### src/rtl/mem_bist.sv
// Purpose : March-style memory BIST engine. Writes a seed-based pattern across
//           DEPTH locations and reads it back, then repeats with the pattern
//           inverted. Mismatches are counted and the first one is logged.
// Latency : start sampled in IDLE -> WR0 next cycle; done pulses 4*DEPTH+3
//           cycles after the accepted start (67 for DEPTH=16).
// Backpressure: none. The memory must accept one strobe per cycle and return
//           read data one cycle after the read edge.
//
// Ports:
//   clk, rst_n        rising-edge clock, asynchronous active-low reset
//   start, abort      run request (IDLE only) / cancel a run in progress
//   seed              pattern base, captured on an accepted start
//   mem_write/read    memory strobes (never both high)
//   mem_addr/wdata    memory address and write data
//   mem_rdata         memory read data, valid one cycle after mem_read
//   busy, done, pass  run status; done is a one-cycle pulse in FIN
//   fail_addr/data    address and observed data of the first mismatch
//   err_count         mismatch count, saturating at 31
module mem_bist #(
  parameter int ADDR_W = 4,
  parameter int DATA_W = 8,
  parameter int DEPTH  = 16
) (
  input  logic              clk,
  input  logic              rst_n,
  input  logic              start,
  input  logic              abort,
  input  logic [DATA_W-1:0] seed,
  output logic              mem_write,
  output logic              mem_read,
  output logic [ADDR_W-1:0] mem_addr,
  output logic [DATA_W-1:0] mem_wdata,
  input  logic [DATA_W-1:0] mem_rdata,
  output logic              busy,
  output logic              done,
  output logic              pass,
  output logic [ADDR_W-1:0] fail_addr,
  output logic [DATA_W-1:0] fail_data,
  output logic [4:0]        err_count
);

  typedef enum logic [2:0] {
    IDLE = 3'd0,
    WR0  = 3'd1,
    RD0  = 3'd2,
    DRN0 = 3'd3,
    WR1  = 3'd4,
    RD1  = 3'd5,
    DRN1 = 3'd6,
    FIN  = 3'd7
  } state_e;

  localparam logic [ADDR_W-1:0] LAST_ADDR = ADDR_W'(DEPTH - 1);
  localparam logic [4:0]        ERR_MAX   = 5'd31;

  state_e              state_q, state_d;
  logic [ADDR_W-1:0]   addr_q, addr_d;
  logic [DATA_W-1:0]   seed_q, seed_d;

  // Read-compare pipeline: a read issued this cycle is checked next cycle
  // against the pattern of the address it was issued to.
  logic                rd_pend_q, rd_pend_d;
  logic [ADDR_W-1:0]   rd_addr_q, rd_addr_d;
  logic                rd_inv_q, rd_inv_d;

  logic [4:0]          err_q, err_d;
  logic [ADDR_W-1:0]   fail_addr_q, fail_addr_d;
  logic [DATA_W-1:0]   fail_data_q, fail_data_d;
  logic                pass_q, pass_d;

  logic                last_addr;
  logic                busy_c;
  logic                mismatch;
  logic [DATA_W-1:0]   rd_expect;

  // Pattern = (base + addr) mod 2**DATA_W, optionally inverted.
  function automatic logic [DATA_W-1:0] pattern(
    input logic [DATA_W-1:0] base,
    input logic [ADDR_W-1:0] a,
    input logic              inv
  );
    logic [DATA_W-1:0] p;
    p = base + DATA_W'(a);
    return inv ? ~p : p;
  endfunction

  assign last_addr = (addr_q == LAST_ADDR);
  assign busy_c    = (state_q == WR0) || (state_q == RD0) || (state_q == DRN0) ||
                     (state_q == WR1) || (state_q == RD1) || (state_q == DRN1);
  assign rd_expect = pattern(seed_q, rd_addr_q, rd_inv_q);
  assign mismatch  = rd_pend_q && (mem_rdata != rd_expect);

  // State register
  always_ff @(posedge clk or negedge rst_n) begin
    if (!rst_n) begin
      state_q <= IDLE;
    end else begin
      state_q <= state_d;
    end
  end

  // Datapath registers
  always_ff @(posedge clk or negedge rst_n) begin
    if (!rst_n) begin
      addr_q      <= '0;
      seed_q      <= '0;
      rd_pend_q   <= 1'b0;
      rd_addr_q   <= '0;
      rd_inv_q    <= 1'b0;
      err_q       <= '0;
      fail_addr_q <= '0;
      fail_data_q <= '0;
      pass_q      <= 1'b0;
    end else begin
      addr_q      <= addr_d;
      seed_q      <= seed_d;
      rd_pend_q   <= rd_pend_d;
      rd_addr_q   <= rd_addr_d;
      rd_inv_q    <= rd_inv_d;
      err_q       <= err_d;
      fail_addr_q <= fail_addr_d;
      fail_data_q <= fail_data_d;
      pass_q      <= pass_d;
    end
  end

  // Next-state and output decode
  always_comb begin
    state_d     = state_q;
    addr_d      = addr_q;
    seed_d      = seed_q;
    rd_pend_d   = 1'b0;
    rd_addr_d   = rd_addr_q;
    rd_inv_d    = rd_inv_q;
    err_d       = err_q;
    fail_addr_d = fail_addr_q;
    fail_data_d = fail_data_q;
    pass_d      = pass_q;

    mem_write   = 1'b0;
    mem_read    = 1'b0;
    mem_addr    = '0;
    mem_wdata   = '0;
    done        = 1'b0;

    // Compare is evaluated before the state decode so a mismatch on the
    // final read (checked in DRN1) is already in err_d when pass is set.
    if (mismatch) begin
      if (err_q != ERR_MAX) begin
        err_d = err_q + 5'd1;
      end
      // err_q only grows within a run, so zero means this is the first miss.
      if (err_q == 5'd0) begin
        fail_addr_d = rd_addr_q;
        fail_data_d = mem_rdata;
      end
    end

    case (state_q)
      IDLE: begin
        if (start) begin
          state_d     = WR0;
          seed_d      = seed;
          addr_d      = '0;
          err_d       = '0;
          fail_addr_d = '0;
          fail_data_d = '0;
          pass_d      = 1'b0;
        end
      end

      WR0, WR1: begin
        mem_write = 1'b1;
        mem_addr  = addr_q;
        mem_wdata = pattern(seed_q, addr_q, state_q == WR1);
        if (last_addr) begin
          addr_d  = '0;
          state_d = (state_q == WR0) ? RD0 : RD1;
        end else begin
          addr_d  = addr_q + 1'b1;
        end
      end

      RD0, RD1: begin
        mem_read  = 1'b1;
        mem_addr  = addr_q;
        rd_pend_d = 1'b1;
        rd_addr_d = addr_q;
        rd_inv_d  = (state_q == RD1);
        if (last_addr) begin
          addr_d  = '0;
          state_d = (state_q == RD0) ? DRN0 : DRN1;
        end else begin
          addr_d  = addr_q + 1'b1;
        end
      end

      DRN0: begin
        state_d = WR1;
      end

      DRN1: begin
        state_d = FIN;
        pass_d  = (err_d == 5'd0);
      end

      FIN: begin
        done    = 1'b1;
        state_d = IDLE;
      end

      default: begin
        state_d = IDLE;
      end
    endcase

    // Abort overrides everything in a busy state; strobes issued this cycle
    // still complete, but their compare is dropped.
    if (busy_c && abort) begin
      state_d   = IDLE;
      addr_d    = '0;
      rd_pend_d = 1'b0;
      pass_d    = 1'b0;
    end
  end

  assign busy      = busy_c;
  assign pass      = pass_q;
  assign err_count = err_q;
  assign fail_addr = fail_addr_q;
  assign fail_data = fail_data_q;

endmodule

### config.mk
export PLATFORM = sky130hd
export DESIGN_NAME = mem_bist
export DESIGN_NICKNAME = d
export VERILOG_FILES = /design/src/rtl/mem_bist.sv
export SDC_FILE = /design/constraint.sdc
export NUM_CORES = 1
export LEC_CHECK = 0
export ABC_AREA = 1
export CAP_MARGIN = 20
export CORE_ASPECT_RATIO = 0.9
export CORE_UTILIZATION = 48
export DETAILED_ROUTE_END_ITERATION = 10
export HOLD_SLACK_MARGIN = 0.08
export PLACE_DENSITY = 0.77
export SLEW_MARGIN = 10
export SYNTH_ARGS = -nofsm -noshare
export SYNTH_HDL_FRONTEND = slang
export SYNTH_SLANG_ARGS = --single-unit
### constraint.sdc
create_clock -name clk -period 2.2 [get_ports clk]
set_input_delay 0.44 -clock clk [delete_from_list [all_inputs] [get_ports clk]]
set_output_delay 0.44 -clock clk [all_outputs]
set_load 0.1 [all_outputs]
Yosys cells after proc, flatten, opt, wreduce, memory -nomap -nowiden
Cells that the tools add are included.

word-level totals
  register bits = 39
  bits of input ports = 20
  output and inout bits = 34
  logic and storage cells = 82

cells by class
  add/subtract/negate cells = 4
  equal/unequal tests = 13
  multiplexer cells = 34
  bitwise gates (word level) = 2
  reduce and logical (&&, ||, !) cells = 19

operators by type and width
  operator               number
  $mux W8                7
  $mux W4                8
  $mux W5                4
  $mux W3                6
  $pmux W3 S6            1
  $add A8 B4 Y8          2
  $not A8 Y8             2
  $eq A3 B3 Y1 const B   4
  $logic_not A5 Y1       2
  $ne A3 B3 Y1 const B   3
  $ne A8 B8 Y1           1
  $pmux W4 S2            1
  $eq A3 B2 Y1 const B   2
  $mux W1                6
  $reduce_and A2 Y1      3
  $reduce_bool A3 Y1     2
  $add A5 B1 Y5 const B  1
  $logic_or A1 B1 Y1     5
  $ne A5 B5 Y1 const B   1
  $add A4 B1 Y4 const B  1
  $eq A4 B4 Y1 const B   1
  $reduce_or A2 Y1       2
  $reduce_or A4 Y1       1
  $eq A3 B1 Y1 const B   1
  other kinds (4)        5

Longest topological paths before layout
Gate-level depths: netlist of run 1.

  depth in word-level cells = 9
  gate-level depth with buffers = 19
  mapped depth without buffers = 19

Worst setup path before layout of run 1
No wires, ideal clock.

  path kind = register to output
  start = register addr_q[2]
  end = output mem_wdata[5]
  arrival time = 3346 ps
  required time = 1760 ps
  setup slack = -1586 ps
  cell stages (with the launch flop) = 9
  buffers on the path = 0
  path through = dfrtp_1 ha_1 nand3_1 nand3b_1 nand2_1 nand2_1 nand2_1 xor2_1 o21ai_0

on the way
  longest elaborated chain between the ends = 4

ends and longest elaborated chain
  what                      RTL line  source
  start: declaration        57        logic [ADDR_W-1:0] addr_q, addr_d;
  start signal: assignment  115       addr_q <= addr_d;
  $add A8 B4 Y8 *           83        p = base + DATA_W'(a);
  $not A8 Y8                84        return inv ? ~p : p;
  $mux W8 *                 84
  $mux W8 *                 159       case (state_q)
  end: declaration          32        output logic [DATA_W-1:0] mem_wdata,

Every way passes the cells marked *; elsewhere a longest branch is shown, timed or not.

Final worst setup path of run 1
  start = register addr_q[0]
  end = output mem_wdata[6]

The elaborated chain is that of the path after synthesis.

==> results.json, run 1 <==
{
  "status": "finished, violations left",
  "violations": "negative setup slack",
  "clock_latency_ns": 0.30,
  "synth_edf_count": 0,
  "cts_tree": "yes",
  "cpMaxStageDelayCell": "dfrtp_1",
  "final_hold_viol_count": 0,
  "synth_top_area_share_pct": 34.0,
  "grt_overflow": 0,
  "stdcell_area_um2": 4790,
  "ys_warn_count": 0,
  "cp-startpoint": "addr_q[0]",
  "start_util_pct": 50.1,
  "hp-class": "in2async",
  "drt_iter0_drc": 236,
  "endpoint_kind": "output pin",
  "ios": 54,
  "wl_per_cell_um": 18.1,
  "post-route-period-util_pct": 128,
  "avgViaCountPerCell": 5.62,
  "cts-root-buf": "clkbuf_8",
  "layout-drive-gt1-share_pct": 43.0,
  "rrSetupSlack_ns": -0.46,
  "max_freq_mhz": 356,
  "grt_pass1_vias": 3213,
  "synth-seq-cells": 39,
  "fin_nets": 544,
  "crit_arrival_ns": 2.37,
  "synthCells": 389,
  "synth.area.top_cells": "dfrtp_1 (34%), nand2_1 (15%), inv_1 (7.7%)",
  "clkSinkCount": 39,
  "cts.clk_slew.worst_paths_ns": 0.09,
  "max_cap_violations": 0,
  "num_vias": 3242,
  "ys.flop_type": "dfrtp_1",
  "dieArea_um2": 6290,
  "drc": 0,
  "cp_common_cell": "o21ai_2",
  "slew_viol_final": 0,
  "grt_use_total_pct": 30.7,
  "crit_chain": "ha_2 -> fa_2 -> a21oi_2 -> o21ai_2 -> nand2_2 -> xor2_2 -> nand2_1 -> o21ai_2 -> bufinv_8 -> buf_12",
  "final.setup.worst_slack_ns": -0.608,
  "antenna_left": 0,
  "area_growth_pct": 66.9,
  "regToRegEndpoint": "fail_data[3]",
  "synth_top_cell_by_area": "dfrtp_1",
  "syn_area_um2": 2870,
  "worst-setup-path-type": "reg2out",
  "async_flop_share_pct": 100,
  "die_h_um": 75.3,
  "drtPass1Iterations": 5,
  "hold_ws_ns": 0.182,
  "avgSynthCellArea_um2": 7.38,
  "num_rows": 26,
  "place_congestion": 0.851,
  "period_needed_ns": 2.81,
  "finClkSkew_ns": 0.00543,
  "dpl-instance-area_um2": 3950,
  "slew_headroom_pct": 64.2,
  "worst_pin_slew_ns": 0.537,
  "synth_fp_nets": 427,
  "r2r-start": "seed_q[0]",
  "crit_fanout": 2,
  "antenna_cells": 0,
  "numCtsBuffers": 5,
  "r2r_cells": 19,
  "setup_tns_ns": -10.15,
  "yosysSeqAreaShare_pct": 34.0,
  "finalSetupViolCount": 30,
  "grt_max_degree": 40,
  "ys_types": 35,
  "core_um2": 5730,
  "slowest_delay_ns": 0.40,
  "start_kind": "flip-flop",
  "cts_htree_levels": 2,
  "grt_first_pass_wirelength_um": 15000,
  "portBuffers": 53,
  "place_hpwl_um": 5700,
  "die_w_um": 83.5,
  "rsz0062_at_grt": "true",
  "clockBufferDepth": 2,
  "cp.required_ns": 1.76,
  "grt_antenna_before_repair": 0,
  "crit_end": "mem_wdata[6]",
  "routed_wl_um": 10400
}
sequential cells by signal, indices dropped and copies added (netlist names):
name	count
addr_q	4
state_q	3
seed_q	8
fail_addr	4
rd_inv_q	1
err_count	5
fail_data	8
rd_addr_q	4
rd_pend_q	1
pass	1
cells in the mapped netlist, types with 2 or more instances:
library cell / n
nand4_1: 5
nand2_4: 4
xor2_1: 8
nand2_2: 6
nand3_1: 25
inv_2: 9
nor2_1: 17
nand2_1: 113
ha_1: 16
o21ai_0: 28
buf_4: 2
dfrtp_1: 39
o21ai_1: 8
a21oi_2: 12
nand3b_1: 2
a21oi_1: 10
xnor2_1: 4
buf_6: 2
fa_1: 2
o311ai_1: 2
nor3_1: 2
a31oi_1: 2
inv_1: 59
cells by family (layout without fill, tap and decap cells):
kind of cell | Yosys count | after routing | share of synthesized area [%]
DFF | 39 | 39 | 34.0
and+or+nand+nor | 180 | 183 | 28.7
buffers and inverters | 75 | 190 | 10.9
xor gates and xnor gates | 12 | 12 | 3.66
adders and majority gates | 18 | 18 | 8.37
AOI/OAI and AO/OA | 65 | 65 | 14.3
through the flow:
step,worst slack [ns],std cells,utilization [%]
6_report,-0.608,577,83.6
5_1_grt,-0.665,577,83.6
4_1_cts,-0.475,568,79.2
3_5_place_dp,-0.233,540,69.1
3_3_place_gp,-0.144,540,69.1
2_1_floorplan,-0.259,389,-
routing by layer:
layer	up-vias	track usage (%)	routed length, um
li1	1468	-	-
met1	1563	35.2	3980
met2	158	58.3	5470
met3	53	4.44	563
met4	0	15.1	415
met5	-	0	0
area by class of cell:
type | instances | area (um^2)
Clock inverter | 3 | 43.8
Timing Repair Buffer | 113 | 1210
Clock buffer | 5 | 68.8
Multi-Input combinational cell | 278 | 2090
Sequential cell | 39 | 980
Fill cell | 290 | 938
Tap cell | 70 | 87.6
Inverter | 69 | 312
placed cells by master (no fill, tap or decap), drive strengths merged:
| cell type | instances |
|---|---|
| a21oi | 23 |
| a31oi | 2 |
| buf | 95 |
| bufinv | 3 |
| clkbuf | 5 |
| clkdlybuf4s50 | 18 |
| clkinv | 2 |
| dfrtp | 39 |
| fa | 2 |
| ha | 16 |
| inv | 67 |
| nand2 | 126 |
| nand2b | 1 |
| nand3 | 27 |
| nand3b | 2 |
| nand4 | 5 |
| nor2 | 20 |
| nor3 | 2 |
| o211ai | 1 |
| o21ai | 36 |
| o2bb2ai | 1 |
| o311ai | 2 |
| xnor2 | 4 |
| xor2 | 8 |
critical path, delay by kind of cell (launching register included):
family	cells	cell delay (ns)
AND/OR/NAND/NOR	2	0.19
AO/OA/AOI/OAI	3	0.35
flip-flops	1	0.40
adder cells (fa/ha/maj)	2	0.59
buffers and inverters	2	0.35
XOR/XNOR	1	0.19
worst min path at each step:
stage | from | end | slack, ns | depth (start not counted)
after floorplan | rst_n | addr_q[0] | 0.14 | 0
after global placement | fail_data[7] | fail_data[7] | 0.50 | 2
after detailed placement | fail_data[0] | fail_data[0] | 0.51 | 2
after CTS | rst_n | seed_q[6] | 0.21 | 2
after global routing | rst_n | err_count[3] | 0.23 | 2
final | rst_n | err_count[1] | 0.18 | 2
timing repair:
item | CTS | global route
cloned | 3 | 0
pin swaps | 23 | 22
setup endpoints to repair | 31 | 34
buffers inserted | 17 | 11
gates resized for setup | 60 | 39
hold buffers | 0 | 0
Power of run 1 is not shown: default switching activity piles up to over one toggle a cycle in this logic, so the estimate is an artifact.
==> run 2, diff against run 1 <==
Settings changed: ABC_CLOCK_PERIOD_IN_PS set to 2200, PLACE_DENSITY 0.77 to unset, PLACE_DENSITY_LB_ADDON set to 0.08, SKIP_CTS_REPAIR_TIMING set to 1.
==> run 2 against run 1 <==
Effect of this change: the run still ends with negative setup slack left; first-iteration DRC count is 11% lower; maximum frequency rose by 1.6%; critical path depth unchanged; global-route usage fell by 5.2 points; worst setup slack improved by 0.045 ns; critical path type unchanged.
==> results.json, run 2 (same netlist as run 1, synthesis figures left out) <==
{
  "status": "finished, violations left",
  "violations": "negative setup slack",
  "place_hpwl_um": 5860,
  "num_vias": 3089,
  "fillCellCount": 337,
  "routed_wl_um": 9170,
  "slew_viol_final": 0,
  "slowest_delay_ns": 0.40,
  "dieArea_um2": 6290,
  "layout-drive-gt1-share_pct": 41.1,
  "avgViaCountPerCell": 5.41,
  "grt_util_met3_pct": 3.79,
  "start_util_pct": 50.1,
  "num_rows": 26,
  "grt_overflow": 0,
  "drt_iter0_drc": 211,
  "rsz0062_at_grt": "true",
  "die_w_um": 83.5,
  "antenna_left": 0,
  "post-route-period-util_pct": 126,
  "top_usage_layer": "met2",
  "antenna_cells": 0,
  "grtUsageMet2_pct": 46.3,
  "crit_chain": "ha_2 -> fa_2 -> a21oi_2 -> o21ai_2 -> nand2_1 -> xor2_1 -> nand2_1 -> o21ai_1 -> bufinv_8 -> buf_12",
  "layout_common_cells": "nand2_1 (101), buf_4 (54), inv_1 (51)",
  "clkSinkCount": 39,
  "finalSetupViolCount": 30,
  "endpoint_kind": "output pin",
  "clock_latency_ns": 0.30,
  "die_h_um": 75.3,
  "crit_fanout": 2,
  "numCtsBuffers": 5,
  "grt_pass1_vias": 2787,
  "fin_nets": 538,
  "ios": 54,
  "grt_first_pass_wirelength_um": 12500,
  "area_growth_pct": 62.1,
  "rrSetupSlack_ns": -0.39,
  "wl_per_cell_um": 16.1,
  "hp-class": "in2async",
  "grt_use_total_pct": 25.5,
  "r2r-start": "seed_q[0]",
  "place_congestion": 0.909,
  "worst-setup-path-type": "reg2out",
  "worst_pin_slew_ns": 0.924,
  "portBuffers": 53,
  "cp.required_ns": 1.76,
  "cp-startpoint": "addr_q[0]",
  "cpMaxStageDelayCell": "dfrtp_1",
  "drtPass1Iterations": 5,
  "clockBufferDepth": 2,
  "cts_htree_levels": 2,
  "start_kind": "flip-flop",
  "grt_antenna_before_repair": 0,
  "critical-path-top-delay-family": "adder cells",
  "cts_tree": "yes",
  "cts.clk_slew.worst_paths_ns": 0.09,
  "grt_max_degree": 24,
  "final.setup.worst_slack_ns": -0.563,
  "slew_headroom_pct": 38.4,
  "cts-root-buf": "clkbuf_8",
  "finClkSkew_ns": 0.0101,
  "core_um2": 5730,
  "period_needed_ns": 2.76,
  "cp_common_cell": "nand2_1",
  "drc": 0,
  "max_cap_violations": 0,
  "hold_ws_ns": 0.0585,
  "layout_commonest_cell": "nand2_1",
  "crit_arrival_ns": 2.32,
  "cp.buffers_inverters": 2,
  "final_hold_viol_count": 0,
  "max_freq_mhz": 362,
  "use_met1_pct": 30.9
}
-- run 2: cell count changes in the layout (fill, tap and decap cells not counted), moves of 4 or more --
cell and change:
nand2_2 -5, buf_4 -4, o21ai_4 -6, nand2_1 +4
-- run 2: area by class of cell --
cell class	count	area (um^2)	share of cell area, %
clock buffer	5	68.8	1.48
clock inverter	3	43.8	0.941
inverter	69	317	6.80
multi-input combinational	278	2020	43.4
sequential	39	978	21.0
tap	70	87.6	1.88
timing repair buffer	107	1140	24.5
-- run 2: path summary, 6_finish.rpt --
path | endpoint | depth (start not counted)
worst max-delay path | mem_wdata[6] | 10
worst min-delay path | fail_data[2] | 1
worst max register to register | pass | 20
worst min register to register | fail_addr[1] | 2
max in group asynchronous | addr_q[2] | 2
min in group clk | fail_addr[1] | 2
-- run 2: per-layer routing --
layer / vias up / part of all wire [%]
met1: 1498 / 40
met2: 109 / 51
met5: - / 0
met4: 0 / 3.3
li1: 1456 / -
met3: 26 / 5.5
-- run 2: stage by stage --
step           utilization (%)  cell area, um^2  setup WS [ns]  instances  TNS [ns]
6_report                  81.3             4650         -0.563        571     -7.95
5_1_grt                   81.3             4650         -0.641        571    -10.28
4_1_cts                   71.3             4080         -0.577        550     -6.75
3_5_place_dp              69.3             3970         -0.269        542     -3.26
3_3_place_gp              69.3             3970         -0.204        542     -2.04
2_1_floorplan                -             3020         -0.259        389    -0.572
Power of run 2 is left out for the same reason.
